## src/rtl/rpi_accel_pkg.sv

```systemverilog
// Shared definitions for the RPi instruction path (receiver and task_manager).
// Instruction layout, status codes and the receiver FSM state encoding.
package rpi_accel_pkg;

    localparam int unsigned INST_W = 80;

    // Field offsets inside RPi_inst
    localparam int unsigned LS_MSB     = 79;
    localparam int unsigned LS_LSB     = 72;
    localparam int unsigned ADDR_A_MSB = 71;
    localparam int unsigned ADDR_A_LSB = 48;
    localparam int unsigned ADDR_B_MSB = 47;
    localparam int unsigned ADDR_B_LSB = 24;
    localparam int unsigned ADDR_C_MSB = 23;
    localparam int unsigned ADDR_C_LSB = 0;

    typedef enum logic [3:0] {
        CODE_NONE     = 4'd0,
        CODE_ACCEPTED = 4'd1,
        CODE_DONE     = 4'd2,
        CODE_INVALID  = 4'd3,
        CODE_SHORT    = 4'd4,
        CODE_LONG     = 4'd5,
        CODE_NOSTART  = 4'd6,
        CODE_BUSY     = 4'd7,
        CODE_CHECKSUM = 4'd8
    } status_code_e;

    typedef enum logic [2:0] {
        ST_COLLECT,
        ST_DISPATCH,
        ST_ISSUE,
        ST_WAIT_START,
        ST_WAIT_DONE
    } rx_state_e;

    // Extract the logic_states byte of an instruction word
    function automatic logic [7:0] logic_states_of(input logic [INST_W-1:0] inst);
        return inst[LS_MSB:LS_LSB];
    endfunction

endpackage

```

## src/rtl/inst_frame_shifter.sv

```systemverilog
// Byte-serial frame assembler: shadow shift register, saturating byte counter
// and (with INST_CHECKSUM_EN defined) a running XOR over all received bytes.
// Count and XOR clear at every frame end.
module inst_frame_shifter #(
    parameter int unsigned INST_BYTES  = 10,
    parameter int unsigned FRAME_BYTES = 10,
    parameter int unsigned CNT_W       = 4
) (
    input  logic                      clk,
    input  logic                      rst_n,
    input  logic                      shift_en,
    input  logic                      frame_end,
    input  logic [7:0]                rx_byte,
    output logic [INST_BYTES*8-1:0]   inst_bits,
    output logic [CNT_W-1:0]          byte_count,
    output logic                      checksum_ok
);

    logic [FRAME_BYTES*8-1:0] shadow_q, shadow_d;
    logic [CNT_W-1:0]         count_q, count_d;

    // Shift/count next-state; frame end clears the count
    always_comb begin
        shadow_d = shadow_q;
        count_d  = count_q;
        if (shift_en) begin
            shadow_d = {shadow_q[FRAME_BYTES*8-9:0], rx_byte};
            if (count_q != CNT_W'(FRAME_BYTES + 1)) begin
                count_d = count_q + CNT_W'(1);
            end
        end
        if (frame_end) begin
            count_d = '0;
        end
    end

    // Shadow and counter registers
    always_ff @(posedge clk or negedge rst_n) begin
        if (!rst_n) begin
            shadow_q <= '0;
            count_q  <= '0;
        end else begin
            shadow_q <= shadow_d;
            count_q  <= count_d;
        end
    end

`ifdef INST_CHECKSUM_EN
    logic [7:0] xor_q, xor_d;

    // Running XOR; including the checksum byte, a good frame folds to zero
    always_comb begin
        xor_d = xor_q;
        if (shift_en) begin
            xor_d = xor_q ^ rx_byte;
        end
        if (frame_end) begin
            xor_d = '0;
        end
    end

    // XOR accumulator register
    always_ff @(posedge clk or negedge rst_n) begin
        if (!rst_n) begin
            xor_q <= '0;
        end else begin
            xor_q <= xor_d;
        end
    end

    assign checksum_ok = (xor_q == 8'h00);
`else
    assign checksum_ok = 1'b1;
`endif

    assign inst_bits  = shadow_q[FRAME_BYTES*8-1 -: INST_BYTES*8];
    assign byte_count = count_q;

endmodule

```

## src/rtl/rpi_inst_receiver.sv

```systemverilog
// Upstream stage of task_manager: commits byte-serial RPi frames into RPi_inst,
// issues a one-cycle execute_task, tracks task start/completion and exposes a
// status byte for SPI readback. Optional macro INST_CHECKSUM_EN appends an XOR
// checksum byte to each frame.
module rpi_inst_receiver
    import rpi_accel_pkg::*;
#(
    parameter int unsigned INST_BYTES    = 10,
    parameter int unsigned START_TIMEOUT = 16,
    parameter int unsigned DISPATCH_WAIT = 1024
) (
    input  logic                    clk,
    input  logic                    rst_n,
    input  logic                    frame_active,
    input  logic                    rx_valid,
    input  logic [7:0]              rx_byte,
    input  logic                    inst_valid,
    input  logic                    idle,
    output logic [INST_BYTES*8-1:0] RPi_inst,
    output logic                    execute_task,
    output logic                    busy,
    output logic [7:0]              tx_status
);

`ifdef INST_CHECKSUM_EN
    localparam int unsigned FRAME_BYTES = INST_BYTES + 1;
`else
    localparam int unsigned FRAME_BYTES = INST_BYTES;
`endif
    localparam int unsigned CNT_W = $clog2(FRAME_BYTES + 2);
    localparam int unsigned TMR_W =
        $clog2(DISPATCH_WAIT > START_TIMEOUT ? DISPATCH_WAIT : START_TIMEOUT) + 1;

    rx_state_e               state_q, state_d;
    status_code_e            code_q, code_d;
    logic [INST_BYTES*8-1:0] rpi_inst_q, rpi_inst_d;
    logic                    busy_q, busy_d;
    logic                    overrun_q, overrun_d;
    logic                    exec_q, exec_d;
    logic [TMR_W-1:0]        timer_q, timer_d;
    logic                    frame_active_q, frame_active_d;

    logic                    frame_end;
    logic                    shift_en;
    logic [INST_BYTES*8-1:0] inst_bits;
    logic [CNT_W-1:0]        byte_count;
    logic                    checksum_ok;

    assign frame_end = frame_active_q & ~frame_active;
    assign shift_en  = rx_valid & frame_active & (state_q == ST_COLLECT);

    inst_frame_shifter #(
        .INST_BYTES (INST_BYTES),
        .FRAME_BYTES(FRAME_BYTES),
        .CNT_W      (CNT_W)
    ) u_shifter (
        .clk        (clk),
        .rst_n      (rst_n),
        .shift_en   (shift_en),
        .frame_end  (frame_end),
        .rx_byte    (rx_byte),
        .inst_bits  (inst_bits),
        .byte_count (byte_count),
        .checksum_ok(checksum_ok)
    );

    // FSM next-state, status code, commit and overrun tracking
    always_comb begin
        state_d        = state_q;
        code_d         = code_q;
        rpi_inst_d     = rpi_inst_q;
        busy_d         = busy_q;
        overrun_d      = overrun_q;
        exec_d         = 1'b0;
        timer_d        = timer_q;
        frame_active_d = frame_active;

        case (state_q)
            ST_COLLECT: begin
                if (frame_end) begin
                    if (byte_count < CNT_W'(FRAME_BYTES)) begin
                        code_d = CODE_SHORT;
                    end else if (byte_count > CNT_W'(FRAME_BYTES)) begin
                        code_d = CODE_LONG;
                    end else if (!checksum_ok) begin
                        code_d = CODE_CHECKSUM;
                    end else begin
                        rpi_inst_d = inst_bits;
                        busy_d     = 1'b1;
                        overrun_d  = 1'b0;
                        timer_d    = '0;
                        state_d    = ST_DISPATCH;
                    end
                end
            end
            ST_DISPATCH: begin
                if (!inst_valid) begin
                    code_d  = CODE_INVALID;
                    busy_d  = 1'b0;
                    state_d = ST_COLLECT;
                end else if (idle) begin
                    exec_d  = 1'b1;
                    code_d  = CODE_ACCEPTED;
                    state_d = ST_ISSUE;
                end else if (timer_q == TMR_W'(DISPATCH_WAIT - 1)) begin
                    code_d  = CODE_BUSY;
                    busy_d  = 1'b0;
                    state_d = ST_COLLECT;
                end else begin
                    timer_d = timer_q + TMR_W'(1);
                end
            end
            ST_ISSUE: begin
                timer_d = '0;
                state_d = ST_WAIT_START;
            end
            ST_WAIT_START: begin
                if (!idle) begin
                    state_d = ST_WAIT_DONE;
                end else if (timer_q == TMR_W'(START_TIMEOUT - 1)) begin
                    code_d  = CODE_NOSTART;
                    busy_d  = 1'b0;
                    state_d = ST_COLLECT;
                end else begin
                    timer_d = timer_q + TMR_W'(1);
                end
            end
            ST_WAIT_DONE: begin
                if (idle) begin
                    code_d  = CODE_DONE;
                    busy_d  = 1'b0;
                    state_d = ST_COLLECT;
                end
            end
            default: begin
                state_d = ST_COLLECT;
            end
        endcase

        // A dropped byte marks overrun; set wins over the commit-time clear
        if (rx_valid && (!frame_active || state_q != ST_COLLECT)) begin
            overrun_d = 1'b1;
        end
    end

    // State and output registers; execute_task is a flop so reset cannot glitch it
    always_ff @(posedge clk or negedge rst_n) begin
        if (!rst_n) begin
            state_q        <= ST_COLLECT;
            code_q         <= CODE_NONE;
            rpi_inst_q     <= '0;
            busy_q         <= 1'b0;
            overrun_q      <= 1'b0;
            exec_q         <= 1'b0;
            timer_q        <= '0;
            frame_active_q <= 1'b0;
        end else begin
            state_q        <= state_d;
            code_q         <= code_d;
            rpi_inst_q     <= rpi_inst_d;
            busy_q         <= busy_d;
            overrun_q      <= overrun_d;
            exec_q         <= exec_d;
            timer_q        <= timer_d;
            frame_active_q <= frame_active_d;
        end
    end

    assign RPi_inst     = rpi_inst_q;
    assign execute_task = exec_q;
    assign busy         = busy_q;
    assign tx_status    = {busy_q, overrun_q, 2'b00, code_q};

endmodule

```

## config.mk

```make
export PLATFORM = sky130hd
export DESIGN_NAME = rpi_inst_receiver
export DESIGN_NICKNAME = d
export VERILOG_FILES = /design/src/rtl/rpi_accel_pkg.sv /design/src/rtl/inst_frame_shifter.sv /design/src/rtl/rpi_inst_receiver.sv
export SDC_FILE = /design/constraint.sdc
export NUM_CORES = 1
export LEC_CHECK = 0
export CAP_MARGIN = 15
export CORE_MARGIN = 3
export CORE_UTILIZATION = 54
export CTS_CLUSTER_SIZE = 8
export DETAILED_ROUTE_END_ITERATION = 12
export PLACE_DENSITY_LB_ADDON = 0.1
export SKIP_LAST_GASP = 1
export SYNTH_ARGS = -nofsm -noshare
export SYNTH_HDL_FRONTEND = slang
export SYNTH_SLANG_ARGS = --single-unit
```

## constraint.sdc

```tcl
create_clock -name clk -period 2.43 [get_ports clk]
set_clock_uncertainty 0.2 [all_clocks]
set_input_delay 0.486 -clock clk [delete_from_list [all_inputs] [get_ports clk]]
set_output_delay 0.486 -clock clk [all_outputs]
set_load 0.05 [all_outputs]
```

; Word-level counts from Yosys, hierarchy flattened
; Index checks and enable logic that the tools add are counted.
[totals]
ff_bits = 186
inputBits = 14
word_cells = 112
[classes]
n_lt_le_gt_ge = 2
n_bitwise = 6
n_eq_ne = 24
muxes = 50
addsub = 2
reduce_logical = 18
[op_table]
columns = op, n
row1 = $mux 11, 8
row2 = $mux 4, 12
row3 = $pmux 11 s4, 1
row4 = $mux 3, 9
row5 = $ne 2x2->1 const B, 10
row6 = $reduce_and 9->1, 2
row7 = $mux 1, 17
row8 = $pmux 4 s4, 1
row9 = $pmux 3 s5, 1
row10 = $add 11x1->11 const B, 1
row11 = $eq 11x10->1 const B, 1
row12 = $eq 11x4->1 const B, 1
row13 = $ne 3x3->1 const B, 3
row14 = $ne 4x4->1 const B, 2
row15 = $reduce_and 4->1, 2
row16 = $reduce_bool 2->1, 4
row17 = $reduce_bool 4->1, 2
row18 = $reduce_and 7->1, 1
row19 = $eq 3x2->1 const B, 2
row20 = $reduce_and 6->1, 1
row21 = $add 4x1->4 const B, 1
row22 = $gt 4x4->1 const B, 1
row23 = $lt 4x4->1 const B, 1
row24 = $ne 2x1->1 const B, 2
row25 = other kinds (12), 16

; Depth between registers and ports, before layout
[logic_depth]
word_depth = 6
mapped_depth = 8

; Modules after synthesis
; From an unflattened synthesis, not the netlist that was laid out.
[hier_totals]
cells_unflattened = 500
area_unflattened_um2 = 7932.6
[modules_own_cells]
columns = mod, instances, area_each_um2, cells_each
row1 = rpi_inst_receiver, 1, 4315.4, 308
row2 = inst_frame_shifter, 1, 3617.2, 192

; Worst setup path before layout
; OpenSTA, ideal clock, no wires.
[synth_timing]
path_kind = register -> register
startpoint = reg timer_q[0]
endpoint = reg timer_q[3]
setup_slack_ns = 0.281
t_arrival_ns = 1.879
path_buffers = 2
path_stages_with_launch = 9
cell_sequence = dfrtp_1 -> ha_1 -> and3_1 -> buf_6 -> a31oi_1 -> a21oi_2 -> buf_6 -> or4b_1 -> nand4_1
[synth_via]
elab_chain_len = 5
[synth_lines]
columns = item, line
row1 = from (decl), rpi_inst_receiver.sv:40  ; logic [TMR_W-1:0] timer_q, timer_d;
row2 = from (signal assigned), rpi_inst_receiver.sv:164  ; timer_q <= timer_d;
row3 = $add 11x1->11, "rpi_inst_receiver.sv:110, rpi_inst_receiver.sv:125"
row4 = $mux 11, rpi_inst_receiver.sv:105  ; end else if (timer_q == TMR_W'(DISPATCH_WAIT - 1)) begin
row5 = $mux 11, rpi_inst_receiver.sv:101  ; end else if (idle) begin
row6 = $mux 11, rpi_inst_receiver.sv:97  ; if (!inst_valid) begin
row7 = $pmux 11 s4, rpi_inst_receiver.sv:78  ; case (state_q)
; Several ways; a longest one is shown, not always the timed one. The select of a mux whose other input is x is not followed.
; A chain may end at the register's enable or synchronous reset.

; Final worst setup path
[layout_timing]
startpoint = reg rpi_inst_q[32], in the netlist RPi_inst[32]
endpoint = out RPi_inst[32]
[layout_lines]
columns = item, line
row1 = from (decl), rpi_inst_receiver.sv:36  ; logic [INST_BYTES*8-1:0] rpi_inst_q, rpi_inst_d;
row2 = from (signal assigned), rpi_inst_receiver.sv:160  ; rpi_inst_q <= rpi_inst_d;
row3 = to (decl), rpi_inst_receiver.sv:19  ; output logic [INST_BYTES*8-1:0] RPi_inst,
; No word-level cell between the ends.

==> results.toml <==
[outcome]
outcome = "finished clean"

[sta]
drv_slew = 0
period_share = 0.9656
hold_violations = 0
max_freq_mhz = 426.2
setup_viol = 0
min_period_ns = 2.346
worst_pin_slew_ns = 0.5579
rsz0062_at_grt = "yes"
tns_ns = 0
slew_headroom = 0.6269

[routing]
wl_met2_mm = 6.827
dr.max_layer_used = "met4"
vias = 4390
ant_nets = 0
drc = 0
drt-total-wl_mm = 13.93
drt_first_pass_iters = 4
vias_per_cell = 5.440
drt-initial-drc-count = 232
wl_met1_mm = 6.137
wl_per_cell_um = 17.27
wl_met3_um = 809

[floorplanning]
start_util = 0.5583
coreArea_um2 = 13350
fp.dieW_um = 123.5
num_io_pins = 104
row_count = 42
die_h_um = 123.5
dieArea_um2 = 15250

[clock_tree]
htreeDepth = 4
clock_latency_ns = 0.43
cts_sinks = 185
cts_tree = "yes"
cts_root_buf = "clkbuf_16"
clk_path_buf_depth = 2
post_cts_buffers = 0
path_clk_slew_ns = 0.07
cts_buffers = 17

[worst_setup_path]
crit_chain = "clkdlybuf4s50_1"
endpoint_kind = "primary output"
arrival_ns = 1.66
crit_buf_inv = 1
crit_family = "buffers and inverters"
critPathMaxStageDelay_ns = 0.86
worstPathRequired_ns = 1.74
startpoint_type = "flip-flop"
cp_slowest_cell = "clkdlybuf4s50_1"
worstPathMaxFanout = 2
timing.setup.critical_path_class = "flip-flop to primary output"

[yosys]
synth_cell_types = 55
ys.warnings.count = 0
synth_edf_count = 0
ys_async_sr_fraction = 1.000
synthCells = 508
ys_ff_latch = 185
synth_area_um2 = 7452
synthTopCellsByArea = "dfrtp_1 62%, mux2_2 25%, buf_2 1.1%"
synth_top_area_share = 0.6212
synth_top_cell_by_area = "dfrtp_1"
yosys_most_used_dff = "dfrtp_1"
syn_area_per_cell_um2 = 14.67
ys_seq_area_frac = 0.6212

[global_route]
antenna_found_initial = 0
grt_pass1_vias = 4674
grt_overflow = 0
grt_max_degree = 59
grt_pass1_wl_mm = 23.20
grt_use_total = 0.1990

[layout]
layout_common_cells = "185 x dfrtp_1, 163 x mux2_2, 99 x clkdlybuf4s50_1"
layout_commonest_cell = "dfrtp_1"
nets = 636
multi_input_area_um2 = 2654
stdcell_count = 807
seq_area_um2 = 4629
drive_gt1_frac = 0.3597
utilization = 0.7042
num-fill-cells = 949
diodes = 0
area_growth_pct = 26.12

[power_and_ir_drop]
p_leak_nw = 4.420
power_density_nw_per_um2 = 936.7
irDropWorstVdd_uv = 602.8

[flow_run]
cap_violations = 0

[place]
io_buffers = 100
place_inst = 775
hpwl_mm = 9.374
gp_congestion = 0.8514

[min_path]
min_path_type = "flip-flop to flip-flop"
## state kept, by name (all words and copies together) (netlist names)
| register | count |
|---|---|
| execute_task | 1 |
| frame_active_q | 1 |
| u_shifter.inst_bits | 80 |
| RPi_inst | 80 |
| timer_q | 11 |
| state_q | 3 |
| busy | 1 |
| overrun_q | 1 |
| code_q | 3 |
| u_shifter.byte_count | 4 |
## final cells by class
| cell class | instances | area share |
|---|---|---|
| inverter | 8 | 0.003195 |
| sequential | 185 | 0.4925 |
| tap | 176 | 0.02343 |
| timing repair buffer | 121 | 0.1359 |
| multi-input combinational | 286 | 0.2823 |
| clock inverter | 14 | 0.01731 |
| clock buffer | 17 | 0.04526 |
## per-stage QoR
stage                     power [mW]  hold slack (ns)  instance area [um2]  worst slack (ns)
after global routing           9.296           0.3198                 9399          -0.02040
after detailed placement       6.126           0.2900                 8787          -0.03928
final                          8.804           0.3008                 9399           0.08354
after floorplan                5.505        -0.009591                 7460            0.2805
after CTS                      8.902           0.3056                 9385           0.06950
after global placement         6.030           0.2832                 8787           0.03902
## final timing paths
check	start	to	slack, ns	cells after the start
max in group asynchronous	rst_n	u_shifter.inst_bits[57]	0.99	3
min reg2reg	u_shifter.inst_bits[72]	u_shifter.inst_bits[72]	0.30	1
max	RPi_inst[32]	RPi_inst[32]	0.08	1
min in group asynchronous	rst_n	timer_q[4]	0.39	2
min	u_shifter.inst_bits[72]	u_shifter.inst_bits[72]	0.30	1
max reg2reg	timer_q[0]	timer_q[8]	0.17	7
## repair_timing
item / CTS / global route
endpoints found under the hold margin: 53 / 0
setup endpoints to repair: 0 / 2
hold buffers: 1 / 0
resized for setup: 0 / 2
## metal layers
layer | vias up | track usage
li1 | 2045 | -
met5 | - | 0
met3 | 13 | 0.06999
met1 | 2234 | 0.2554
met4 | 0 | 0.06159
met2 | 98 | 0.3197
## logic make-up after synthesis
group                    Yosys count  synth area share
adder cells (fa/ha/maj)            3          0.005037
buffers and inverters             39           0.02888
flip-flops                       185            0.6212
AND/OR/NAND/NOR                   77           0.05994
AO/OA/AOI/OAI                     37           0.03442
other                              1         0.0005032
multiplexers                     164            0.2476
XOR/XNOR                           2          0.002351
## Yosys cell counts (4+ instances only)
cell / count
clkbuf_1: 6
o21ai_0: 6
buf_6: 4
nand3_1: 11
dfrtp_1: 185
nor2_1: 14
buf_4: 5
buf_2: 16
mux2_2: 163
a21oi_1: 11
nand2_1: 14
inv_1: 8
## power by group
group	switching (mW)	internal (mW)	total (mW)
sequential	0.546	3.76	4.31
clock	1.21	1.54	2.74
combinational	0.812	0.939	1.75
No activity file was read; power rests on OpenSTA's default activity.
